## src/rtl/button_pkg.sv

```systemverilog
// Shared constants and helpers for the pmod pushbutton debouncer.
package button_pkg;

    localparam int CLK_HZ                  = 12000000;
    localparam int DEBOUNCE_MS_DEFAULT     = 10;
    localparam int DEBOUNCE_CYCLES_DEFAULT = (CLK_HZ / 1000) * DEBOUNCE_MS_DEFAULT;

    typedef enum logic {
        IDLE     = 1'b0,
        COUNTING = 1'b1
    } deb_state_e;

    // Counter width that can hold n-1 and is never narrower than one bit.
    function automatic int cnt_width(input int n);
        return (n <= 2) ? 1 : $clog2(n);
    endfunction

endpackage

```

## src/rtl/button_debouncer_channel.sv

```systemverilog
// One debounced button: 2-flop synchronizer (inverting), stability counter, level and pulses.
// The release pulse output exists only when BUTTON_DEBOUNCER_RELEASE_EN is defined.
module debounce_channel
    import button_pkg::*;
#(
    parameter int DEBOUNCE_CYCLES = DEBOUNCE_CYCLES_DEFAULT
) (
    input  logic clk,
    input  logic rst,
    input  logic pin_n,
    output logic level,
    output logic press
`ifdef BUTTON_DEBOUNCER_RELEASE_EN
    ,
    output logic release_pulse
`endif
);

    localparam int              CNT_W    = cnt_width(DEBOUNCE_CYCLES);
    localparam logic [CNT_W-1:0] CNT_LAST = CNT_W'(DEBOUNCE_CYCLES - 1);

    logic             s1_q, s1_d;
    logic             s2_q, s2_d;
    logic             level_q, level_d;
    logic             press_q, press_d;
    logic [CNT_W-1:0] cnt_q, cnt_d;
    deb_state_e       state;
`ifdef BUTTON_DEBOUNCER_RELEASE_EN
    logic             release_q, release_d;
`endif

    // State is implied by whether the synchronized input disagrees with the accepted level.
    always_comb begin
        s1_d    = ~pin_n;
        s2_d    = s1_q;
        state   = (s2_q != level_q) ? COUNTING : IDLE;
        level_d = level_q;
        cnt_d   = '0;
        press_d = 1'b0;
`ifdef BUTTON_DEBOUNCER_RELEASE_EN
        release_d = 1'b0;
`endif
        if (state == COUNTING) begin
            if (cnt_q == CNT_LAST) begin
                level_d = s2_q;
                press_d = s2_q;
`ifdef BUTTON_DEBOUNCER_RELEASE_EN
                release_d = ~s2_q;
`endif
            end else begin
                cnt_d = cnt_q + CNT_W'(1);
            end
        end
    end

    always_ff @(posedge clk) begin
        if (rst) begin
            s1_q    <= 1'b0;
            s2_q    <= 1'b0;
            level_q <= 1'b0;
            press_q <= 1'b0;
            cnt_q   <= '0;
`ifdef BUTTON_DEBOUNCER_RELEASE_EN
            release_q <= 1'b0;
`endif
        end else begin
            s1_q    <= s1_d;
            s2_q    <= s2_d;
            level_q <= level_d;
            press_q <= press_d;
            cnt_q   <= cnt_d;
`ifdef BUTTON_DEBOUNCER_RELEASE_EN
            release_q <= release_d;
`endif
        end
    end

    assign level = level_q;
    assign press = press_q;
`ifdef BUTTON_DEBOUNCER_RELEASE_EN
    assign release_pulse = release_q;
`endif

endmodule

```

## src/rtl/button_debouncer.sv

```systemverilog
// Debounces NUM_BTNS active-low pmod buttons into active-high levels and press pulses.
// Define BUTTON_DEBOUNCER_RELEASE_EN to add the btn_release pulse outputs.
module button_debouncer
    import button_pkg::*;
#(
    parameter int NUM_BTNS        = 3,
    parameter int DEBOUNCE_CYCLES = DEBOUNCE_CYCLES_DEFAULT
) (
    input  logic                clk,
    input  logic                rst,
    input  logic [NUM_BTNS-1:0] pmod,
    output logic [NUM_BTNS-1:0] btn,
    output logic [NUM_BTNS-1:0] btn_press
`ifdef BUTTON_DEBOUNCER_RELEASE_EN
    ,
    output logic [NUM_BTNS-1:0] btn_release
`endif
);

    for (genvar i = 0; i < NUM_BTNS; i++) begin : g_chan
        debounce_channel #(
            .DEBOUNCE_CYCLES(DEBOUNCE_CYCLES)
        ) u_chan (
            .clk          (clk),
            .rst          (rst),
            .pin_n        (pmod[i]),
            .level        (btn[i]),
            .press        (btn_press[i])
`ifdef BUTTON_DEBOUNCER_RELEASE_EN
            ,
            .release_pulse(btn_release[i])
`endif
        );
    end

endmodule

```

## config.mk

```make
export PLATFORM = sky130hd
export DESIGN_NAME = button_debouncer
export DESIGN_NICKNAME = d
export VERILOG_FILES = /design/src/rtl/button_pkg.sv /design/src/rtl/button_debouncer_channel.sv /design/src/rtl/button_debouncer.sv
export SDC_FILE = /design/constraint.sdc
export NUM_CORES = 1
export LEC_CHECK = 0
export BUFFER_PORTS_ARGS = -buffer_cell sky130_fd_sc_hd__buf_2
export CORE_AREA = 2 2 72 74
export DETAILED_ROUTE_END_ITERATION = 6
export DIE_AREA = 0 0 74 76
export GPL_TIMING_DRIVEN = 0
export PLACE_DENSITY = 0.73
export SLEW_MARGIN = 10
export SYNTH_ARGS = -nofsm -noshare
export SYNTH_HDL_FRONTEND = slang
export SYNTH_HIERARCHICAL = 1
export SYNTH_SLANG_ARGS = --single-unit
export TNS_END_PERCENT = 1
```

## constraint.sdc

```tcl
create_clock -name clk -period 2.35 [get_ports clk]
set_clock_uncertainty 0.2 [all_clocks]
set_input_delay 0.235 -clock clk [delete_from_list [all_inputs] [get_ports clk]]
set_output_delay 0.235 -clock clk [all_outputs]
set_load 0.03 [all_outputs]
```

; Word level (Yosys, flattened, before mapping)
; Index checks and enable logic that the tools add are counted.
[word_totals]
wordCells = 45
regBits = 63
in_bits = 5
rom_bits = 0
memories = 0
latch_bits = 0
ram_bits = 0
out_inout_bits = 6
[classes]
muxes = 3
n_eq_ne = 6
shift = 0
mul = 0
bitwise_logic = 9
addsub = 3
reduce_logical = 9
n_lt_le_gt_ge = 0
div_mod_pow = 0
[op_table]
columns = cell, n
row1 = "17-bit by 1-bit adder with 17-bit output, second input constant", 3
row2 = "17-bit equality test, second input constant", 3
row3 = 3-bit OR reduction, 6
row4 = 1-bit NOT, 9
row5 = 2-bit AND reduction, 3
row6 = 1-bit 2-to-1 mux, 3
row7 = 1-bit != test, 3

; Depth between registers and ports, before layout
[depth]
ltp_word = 4
ltp_mapped = 6
depth_no_buf = 5

; By module
; The synthesis kept the hierarchy.
[by_module_without_submodules]
columns = module, cells_per_inst, seq_area_each_um2, area_each_um2, n_inst
row1 = debounce_channel, 101, 420.4, 925.9, 3

; Least setup slack after synthesis
; Ideal clock, no wire load.
[synth_timing]
path_type = reg-to-reg
from = register g_chan[0].u_chan.cnt_q[0]
to = register g_chan[0].u_chan.cnt_q[9]
t_arrival_ns = 1.491
path_stages_with_launch = 7
required_ns = 2.035
synth_period_minus_slack_ns = 1.805
path_slack_ns = 0.545
setup_time_ns = 0.115
path_buffers = 1
path_cell_list = dfxtp_1 > ha_1 > nand4b_1 > or4_4 > nand2_4 > buf_6 > nor2_1
[synth_via]
elab_chain_len = 2
elab_cells_between_ends = 3
classes_between = add/sub (1) / eq/ne (1) / reduce/logical (1)
[synth_rtl]
columns = item, line
row1 = from (decl), button_debouncer_channel.sv:26  ; logic [CNT_W-1:0] cnt_q, cnt_d;
row2 = from (signal assigned), button_debouncer_channel.sv:71  ; cnt_q <= cnt_d;
row3 = branches (longest 2 deep; another with 17-bit by 1-bit adder with 17-bit output), -
; Parallel ways; which one is timed is not known.
; A chain may end at the register's enable or synchronous reset.

; Worst setup path in the final report
[layout_timing]
from = register g_chan[0].u_chan.cnt_q[0]
to = register g_chan[0].u_chan.cnt_q[8]
; The elaborated chain is that of the path after synthesis.

==> flow_metrics.tcl <==
set metrics [dict create \
    synth_cell_type_count 24 \
    rsz0062_at_grt "false" \
    grt_pass1_wl_mm 9.080 \
    core_um2 4912 \
    crit_required_ns 2.38 \
    clk_latency_ns 0.34 \
    fp.dieW_um 74 \
    layout_setup_ws_ns 0.3472 \
    holdBufCountCts 3 \
    nNetsFinal 335 \
    numCtsBuffers 9 \
    start_util 0.5655 \
    peakVddDrop_v 0.0004431 \
    fin_hold_ws_ns 0.03430 \
    dp.cells 383 \
    synth_nets 311 \
    ys_seq_area_frac 0.4541 \
    antenna_cells 0 \
    slew_headroom 0.7453 \
    dieArea_um2 5624 \
    finalCritPeriodShare 0.8522 \
    antenna_found_initial 0 \
    place_congestion 0.8542 \
    first_pass_iters 4 \
    fin_cells 402 \
    grt_max_degree 16 \
    clk_path_buf_depth 2 \
    slew_viol_final 0 \
    worstMarginPinSlew_ns 0.3786 \
    grt_pass1_vias 2083 \
    crit_arrival_ns 2.04 \
    powerDensity_nw_per_um2 647.8 \
    end_kind "flop" \
    switchingPower_uw 457.8 \
    final_core_util 0.6396 \
    port_buffers 10 \
    clock-sinks 63 \
    drt_iter0_drc 97 \
    ant_nets 0 \
    netlist_area_um2 2778 \
    min_period_ns 2.003 \
    place_ws_ns 0.3675 \
    grt_overflow 0 \
    post_cts_buffers 0 \
    core.rowCount 26 \
    cp-start-kind "flop" \
    power_frac_comb 0.015 \
    drc 0 \
    clkSlewWorstSetupHoldPaths_ns 0.07 \
    timing.fmax_ghz 0.4993 \
    ioPinCount 11 \
    drive_gt1_frac 0.1416 \
    clkPwrFrac 0.456 \
    postSynthAreaPerCell_um2 9.167 \
    setup_viol 0 \
    layout_common_cells "nor2_1, dfxtp_1, xnor2_1, nand3_1, nor4_1" \
    grt_usage 0.2053 \
    critPathKind "reg -> reg" \
    areaGrowthSynthToFinish_pct 13.11 \
    cts-resized-gates 0 \
    min_path_type "in -> reg" \
    h-tree-depth 3 \
    leakagePower_uw 0.0009291 \
    root_buffer "clkbuf_8" \
    maxCapViolations 0 \
    vias 2137 \
    die_h_um 76 \
    hold_viol_final 0 \
    viasPerCell 5.316 \
    cp_max_fo 10 \
    synth-seq-cells 63 \
    drt_wl_total_mm 5.011 \
    fin_tns_setup_ns 0 \
    internal-power_uw 1578 \
    yosysWarnings 6 \
    status "completed" \
    hpwl_mm 3.401 \
    sequentialPowerShare 0.530 \
    switching_share 0.2249 \
    routedWlPerCell_um 12.47 \
    syn_inst 303 \
    cts_tree "yes" \
]
layer usage:
metal,up-vias,global-route usage,routed length (µm),share of wire
li1,1096,-,-,-
met1,990,0.2869,2531,0.51
met2,45,0.2893,2191,0.44
met3,6,0.05688,215,0.043
met4,0,0.09818,72,0.014
met5,-,0,0,0
area by class of cell:
cell class / instances / area [µm²]
plain buffers: 12 / 75.07
clock inverters: 7 / 72.57
clock buffers: 9 / 123.9
inverters: 6 / 22.52
well taps: 70 / 87.58
flip-flops and latches: 63 / 1261
multi-input cells: 222 / 1419
fillers: 414 / 1770
repair buffers: 13 / 80.08
cell families after synthesis:
| kind of cell | count (synthesis) | share of synthesized area |
|---|---|---|
| fa+ha+maj | 3 | 0.01351 |
| xor+xnor | 48 | 0.1514 |
| simple gates | 168 | 0.3351 |
| flops | 63 | 0.4541 |
| mux | 3 | 0.01081 |
| buf+inv | 18 | 0.03513 |
Yosys cell counts:
cell / number / area share
dfxtp_1: 63 / 0.45
nor2_1: 63 / 0.085
xnor2_1: 42 / 0.13
nand3_1: 18 / 0.032
nor4_1: 18 / 0.041
nand4_1: 15 / 0.034
nand2_1: 12 / 0.016
nor3_1: 12 / 0.022
nand4b_1: 9 / 0.028
inv_1: 6 / 0.0081
xor2_1: 6 / 0.019
and3_1: 3 / 0.0068
buf_2: 3 / 0.0054
buf_6: 3 / 0.012
clkbuf_1: 3 / 0.0041
clkbuf_2: 3 / 0.0054
ha_1: 3 / 0.014
mux2i_1: 3 / 0.011
nand2_4: 3 / 0.012
nand3_2: 3 / 0.011
nand4bb_1: 3 / 0.012
nor2b_1: 3 / 0.0068
nor4b_2: 3 / 0.016
or4_4: 3 / 0.012
metrics by stage:
step                power, µW  cell area, µm²
floorplan                1117            2778
global placement         1128            2915
detailed placement       1129            2915
CTS                      2064            3142
global route             2110            3142
finish                   2035            3142
power groups by stage:
| stage | logic, µW | clock network (µW) | registers [µW] |
|---|---|---|---|
| 6_report | 29.8 | 927 | 1080 |
| 5_1_grt | 33.5 | 998 | 1080 |
| 4_1_cts | 30.2 | 955 | 1080 |
| 3_5_place_dp | 26.3 | 0 | 1100 |
| 3_3_place_gp | 25.5 | 0 | 1100 |
| 2_1_floorplan | 15.4 | 0 | 1100 |
critical path, cell delays in order (launching register included):
cell and delay [ns]:
dfxtp_1 0.42, ha_1 0.32, nand4b_1 0.12, or4_4 0.48
nand2_4 0.14, buf_6 0.15, nor2_1 0.06
flip-flops by register name, indices dropped and copies added (netlist names):
name                 cells
g_chan.u_chan/level      3
g_chan.u_chan/s1_q       3
g_chan.u_chan/cnt_q     51
g_chan.u_chan/press      3
g_chan.u_chan/s2_q       3
final timing paths:
kind,depth (start not counted),endpoint,slack [ns],startpoint
max,6,g_chan[0].u_chan/cnt_q[8],0.35,g_chan[0].u_chan/cnt_q[0]
min,2,g_chan[1].u_chan/s1_q,0.03,rst
max reg2reg,6,g_chan[0].u_chan/cnt_q[8],0.35,g_chan[0].u_chan/cnt_q[0]
min reg2reg,1,g_chan[2].u_chan/s2_q,0.24,g_chan[2].u_chan/s1_q
Note: power is estimated with default switching activity, not from simulation.
